### config.mk
export PLATFORM = sky130hd
export DESIGN_NAME = psg_write_ctrl
export DESIGN_NICKNAME = d
export VERILOG_FILES = /design/src/rtl/psg_write_ctrl.sv
export SDC_FILE = /design/constraint.sdc
export NUM_CORES = 1
export LEC_CHECK = 0
export ABC_CLOCK_PERIOD_IN_PS = 4100
export CAP_MARGIN = 10
export CORE_UTILIZATION = 50
export CTS_CLUSTER_SIZE = 16
export DETAILED_ROUTE_END_ITERATION = 7
export PLACE_DENSITY = 0.71
export SLEW_MARGIN = 15
export SYNTH_ARGS = -nofsm -noshare
export SYNTH_HDL_FRONTEND = slang
export SYNTH_SLANG_ARGS = --single-unit
### constraint.sdc
create_clock -name clk -period 4.1 [get_ports clk]
set_input_delay 0.615 -clock clk [delete_from_list [all_inputs] [get_ports clk]]
set_output_delay 0.615 -clock clk [all_outputs]
set_load 0.1 [all_outputs]
### src/rtl/psg_write_ctrl.sv
// CPU write front-end for the SN76489-style register file: byte protocol decode,
// 10-bit tone shadows, READY busy window and noise-LFSR reset pulse.
`timescale 1ns/1ps
module psg_write_ctrl #(
  parameter int SYNC_STAGES = 2,
  parameter int BUSY_CYCLES = 32
) (
  input  logic       clk,
  input  logic       rst_n,
  input  logic [7:0] data_in,
  input  logic       wr_n,
  input  logic       ce_n,
  output logic       ready,
  output logic       overrun,
  output logic [2:0] reg_adress,
  output logic [9:0] reg_value,
  output logic       reg_load,
  output logic       noise_reset
);

  // state   | meaning
  // IDLE    | ready, waiting for a synchronised strobe falling edge
  // DECODE  | captured byte decoded, latch/shadow updated, outputs formed
  // WRITE   | reg_load asserted for this single cycle
  // BUSY    | READY low for BUSY_CYCLES cycles
  localparam logic [1:0] ST_IDLE   = 2'd0;
  localparam logic [1:0] ST_DECODE = 2'd1;
  localparam logic [1:0] ST_WRITE  = 2'd2;
  localparam logic [1:0] ST_BUSY   = 2'd3;

  localparam int CW = (BUSY_CYCLES < 2) ? 1 : $clog2(BUSY_CYCLES);
  localparam logic [CW-1:0] BUSY_LOAD = CW'(BUSY_CYCLES - 1);

  logic [1:0]             state;
  logic [SYNC_STAGES-1:0] sync_q;
  logic                   strb_prev;
  logic                   event_det;
  logic [7:0]             data_q;
  logic [2:0]             latch_adr;
  logic [9:0]             shadow [0:2];
  logic [CW-1:0]          busy_cnt;

  logic       is_latch;
  logic       is_tone;
  logic [2:0] dec_adr;
  logic [1:0] dec_ch;
  logic [9:0] cur_shadow;
  logic [9:0] tone_new;
  logic [9:0] dec_val;

  // Strobe is the combined active-low enable; sync chain idles high.
  always_ff @(posedge clk or negedge rst_n) begin
    if (!rst_n) begin
      sync_q    <= '1;
      strb_prev <= 1'b1;
    end else begin
      sync_q    <= {sync_q[SYNC_STAGES-2:0], (wr_n | ce_n)};
      strb_prev <= sync_q[SYNC_STAGES-1];
    end
  end

  assign event_det = strb_prev & ~sync_q[SYNC_STAGES-1];

  always_comb begin
    is_latch   = data_q[7];
    dec_adr    = is_latch ? data_q[6:4] : latch_adr;
    dec_ch     = dec_adr[2:1];
    is_tone    = ~dec_adr[0] && (dec_ch != 2'd3);
    cur_shadow = 10'd0;
    case (dec_ch)
      2'd0:    cur_shadow = shadow[0];
      2'd1:    cur_shadow = shadow[1];
      2'd2:    cur_shadow = shadow[2];
      default: cur_shadow = 10'd0;
    endcase
    // LATCH byte replaces the low nibble, DATA byte the upper six bits.
    tone_new = is_latch ? {cur_shadow[9:4], data_q[3:0]}
                        : {data_q[5:0], cur_shadow[3:0]};
    dec_val  = is_tone ? tone_new : {6'd0, data_q[3:0]};
  end

  always_ff @(posedge clk or negedge rst_n) begin
    if (!rst_n) begin
      state       <= ST_IDLE;
      ready       <= 1'b1;
      overrun     <= 1'b0;
      reg_adress  <= 3'd0;
      reg_value   <= 10'd0;
      reg_load    <= 1'b0;
      noise_reset <= 1'b0;
      data_q      <= 8'd0;
      latch_adr   <= 3'd0;
      shadow[0]   <= 10'd0;
      shadow[1]   <= 10'd0;
      shadow[2]   <= 10'd0;
      busy_cnt    <= '0;
    end else begin
      reg_load    <= 1'b0;
      noise_reset <= 1'b0;
      if (event_det && (state != ST_IDLE))
        overrun <= 1'b1;
      case (state)
        ST_IDLE: begin
          if (event_det) begin
            data_q <= data_in;
            ready  <= 1'b0;
            state  <= ST_DECODE;
          end
        end
        ST_DECODE: begin
          latch_adr <= dec_adr;
          if (is_tone) begin
            case (dec_ch)
              2'd0:    shadow[0] <= tone_new;
              2'd1:    shadow[1] <= tone_new;
              default: shadow[2] <= tone_new;
            endcase
          end
          reg_adress  <= dec_adr;
          reg_value   <= dec_val;
          reg_load    <= 1'b1;
          noise_reset <= (dec_adr == 3'd6);
          state       <= ST_WRITE;
        end
        ST_WRITE: begin
          busy_cnt <= BUSY_LOAD;
          state    <= ST_BUSY;
        end
        default: begin
          if (busy_cnt == '0) begin
            ready <= 1'b1;
            state <= ST_IDLE;
          end else begin
            busy_cnt <= busy_cnt - 1'b1;
          end
        end
      endcase
    end
  end

endmodule

==> results.md <==
* Row count at 27
* Register bit total from synthesis at 65
* Pwr Total at about 3 mW
* Clock slew at reported path FFs at approximately 0.060 ns
* WS Path Type: flop to output port
* Total CTS buffers at 9
* Warning count from the yosys run at 0
* Critical Path End Type: output port
* Seq/Total Area, Yosys at between 50% and 60%
* Final GP Congestion at about 0.85
* Post-route antenna net violation count at 0
* Slowest stage delay, CP at roughly 1.2 ns
* Worst-Margin Slew at approximately 0.97 ns
* Slew HR at between 30% and 40%
* CTS tree: built
* Layout cell share with drive strength beyond 1 at between 10% and 20%
* Core Area at about 0.0056 mm2
* CP top delay family: buffers and inverters
* Final HPWL DP at approximately 3900 um
* Req. time, crit path at approximately 3.5 ns
* Worst VDD drop at ~0.56 mV
* Per-cell routed wire length at 15.2 um
* Post-route setup slack at 1.39 ns
* Distinct cells, synth at 37
* Post-Place Cells at 363
* First-pass GRT wire length at between 9000 and 10000 um
* Primary FF master, synth: dfrtp_1
* Area Growth Syn to Fin at 17.1%
* Die area at a little over 0.006 mm2
* Post-CTS resize count at 0
* Mapped Cells at roughly 270
* H-tree levels at 3
* CTS hold repair buffers at 0
* Syn Std Cell Area at about 0.0029 mm2
* Commonest cells in the synthesized netlist: 61 x dfrtp_1, 41 x nand2_1, 34 x o21ai_0, 15 x mux2i_1, 14 x mux2_2
* Top cell type's share of synthesized area at between 50% and 60%
* Async SR Flop Fraction at 100%
* Detailed Routing Iterations Pass 1 at 4
* Maximum clock path buffer count at 2
* CTS Sinks at between 60 and 70
* Maximum fanout along the worst path at 11
* Post-synth EDFFs at 0
* Final Slew Violations at 0
* Area contributors post-synth: dfrtp_1 52%, o21ai_0 5.8%, mux2_2 5.4%, nand2_1 5.2%, mux2i_1 5.1%
* DRC viols at 0
* Setup TNS at 0 ns
* Max-Cap Viols at 0
* Fill count at roughly 470
* Initial antenna violation count at 0
* Post-Syn Nets at around 290
* Final hold violation count at 0
* Postcts setup bufs at 0
* Die Y at between 70 and 80 um
* Mapped Avg Cell Area at 10.8 um2
* RSZ-0062 raised after global routing: no
* # diodes at 0
* Worst Hold Class: input port to asynchronous set/reset pin
* Largest area contributor in the netlist: dfrtp_1
* Layout net count at 319
* Gr usage total at between 20% and 30%
* Fin area at 0.00344 mm2
* Final setup fails at 0
* Cell Count, Final, Fillers Out at between 300 and 400
* Port bufs at 28
* Cell at the slowest stage of the critical path: clkdlybuf4s50_1
* Cell area power density at 881 mW/mm2
* Overall via count from detail_route at just over 2000
* Vias per cell at approximately 5.4
* Final WL at approximately 5800 um
* Placed cell area at ~0.0033 mm2
* Dpl ws at approximately 1.7 ns
* Leakage at 1.51 nW
* GRT overflow at 0
* Most frequent cell after synthesis: dfrtp_1
* Critical path, cell by cell: clkdlybuf4s50_1
* CP bufs+invs at 1
* CP startpoint kind: flop
* Vias in the first global route at between 1500 and 2000
* Clock latency on the worst-skew pair at 0.34 ns
* Status: finished, final reports clean
* Ports at 29
* Die X at approximately 79 um
* Max Clock Freq at around 370 MHz
* Final period util at around two thirds
* Clock root buffer: clkbuf_8
* Largest net degree at the start of global routing at 34
* Skew final at roughly 0.0088 ns
* Crit path time final at 2.71 ns
* Iter 0 DRT Violations at between 80 and 90
* Effective utilization at floorplan at 52.7%
* Arr. time, crit path at about 2.1 ns
worst register-to-register path: stages, from the launching register on:
cell,delay (ns)
dfrtp_1,0.74
mux2i_1,0.48
o211ai_1,0.41
buf_4,0.30
nand2_1,0.07
o21ai_0,0.07
report_power, final:
group / leakage [nW] / total [mW] / switching (mW) / internal (mW)
Combinational: 0.617 / 1.45 / 0.948 / 0.505
Sequential: 0.810 / 1.13 / 0.239 / 0.893
Clock: 0.0839 / 0.444 / 0.228 / 0.216
Total: 1.51 / 3.03 / 1.42 / 1.61
layer usage:
| layer | vias to the layer above | wire (um) | GRT usage (%) |
|---|---|---|---|
| li1 | 1011 | - | - |
| met2 | 34 | 2680 | 31.8 |
| met4 | 0 | 116 | 10.0 |
| met3 | 11 | 172 | 3.49 |
| met5 | - | 0 | 0 |
| met1 | 986 | 2790 | 30.2 |
area by class of cell:
class                   instances  area (um2)  area share, %
clock inverters                 4        20.0          0.582
clock buffers                  12         135           3.93
repair buffers                 34         320           9.31
inverters                      11        41.3           1.20
flip-flops and latches         65        1630           47.4
multi-input cells             181        1200           34.9
well taps                      72        90.1           2.62
sequential cells by signal (all words and copies together) (netlist names):
signal and flops:
strb_prev 1, noise_reset 1, data_q 8, sync_q 2, shadow 30, state 2
busy_cnt 5, overrun 1, latch_adr 3, reg_load 1, ready 1, reg_value 10
cells in the final DEF (no fill, tap or decap), types with 4 or more instances in the layout:
cell type	synthesis	routed
a221oi_1	4	4
a311oi_1	5	5
buf_4	2	6
clkbuf_8	0	9
clkdlybuf4s50_1	0	27
clkinv_2	0	4
dfrtp_1	61	61
dfstp_2	4	4
ha_1	5	5
inv_1	11	11
mux2_2	14	14
mux2i_1	15	15
nand2_1	41	41
nor2_1	12	12
nor2b_1	6	6
nor3b_1	8	8
o211ai_1	4	4
o21ai_0	34	34
o22ai_1	6	6
worst paths after layout:
| check | start | endpoint | slack (ns) | cells after the start |
|---|---|---|---|---|
| max | latch_adr[2] | reg_adress[2] | 1.39 | 1 |
| min | rst_n | shadow[27] | 0.33 | 1 |
| max reg2reg | data_q[7] | shadow[13] | 1.88 | 5 |
| min reg2reg | sync_q[0] | sync_q[1] | 0.36 | 0 |
| max in group asynchronous | rst_n | ready | 2.84 | 2 |
| min in group clk | sync_q[0] | sync_q[1] | 0.36 | 0 |
logic make-up (layout without fill, tap and decap cells):
family          Yosys count  after routing  share of synthesized area (%)
mux                      30             30                           11.0
simple gates             84             84                           14.4
xor+xnor                  3              3                          0.895
flops                    65             65                           55.6
buf+inv                  25             61                           3.54
fa+ha+maj                 5              5                           2.13
compound gates           59             59                           12.5
stage by stage:
stage,util (%),hold WS [ns]
after floorplan,-,0.319
after global placement,58.9,0.346
after detailed placement,58.9,0.350
after CTS,61.7,0.353
after global routing,61.7,0.361
final,61.7,0.332
(Power assumes the default switching activity.)
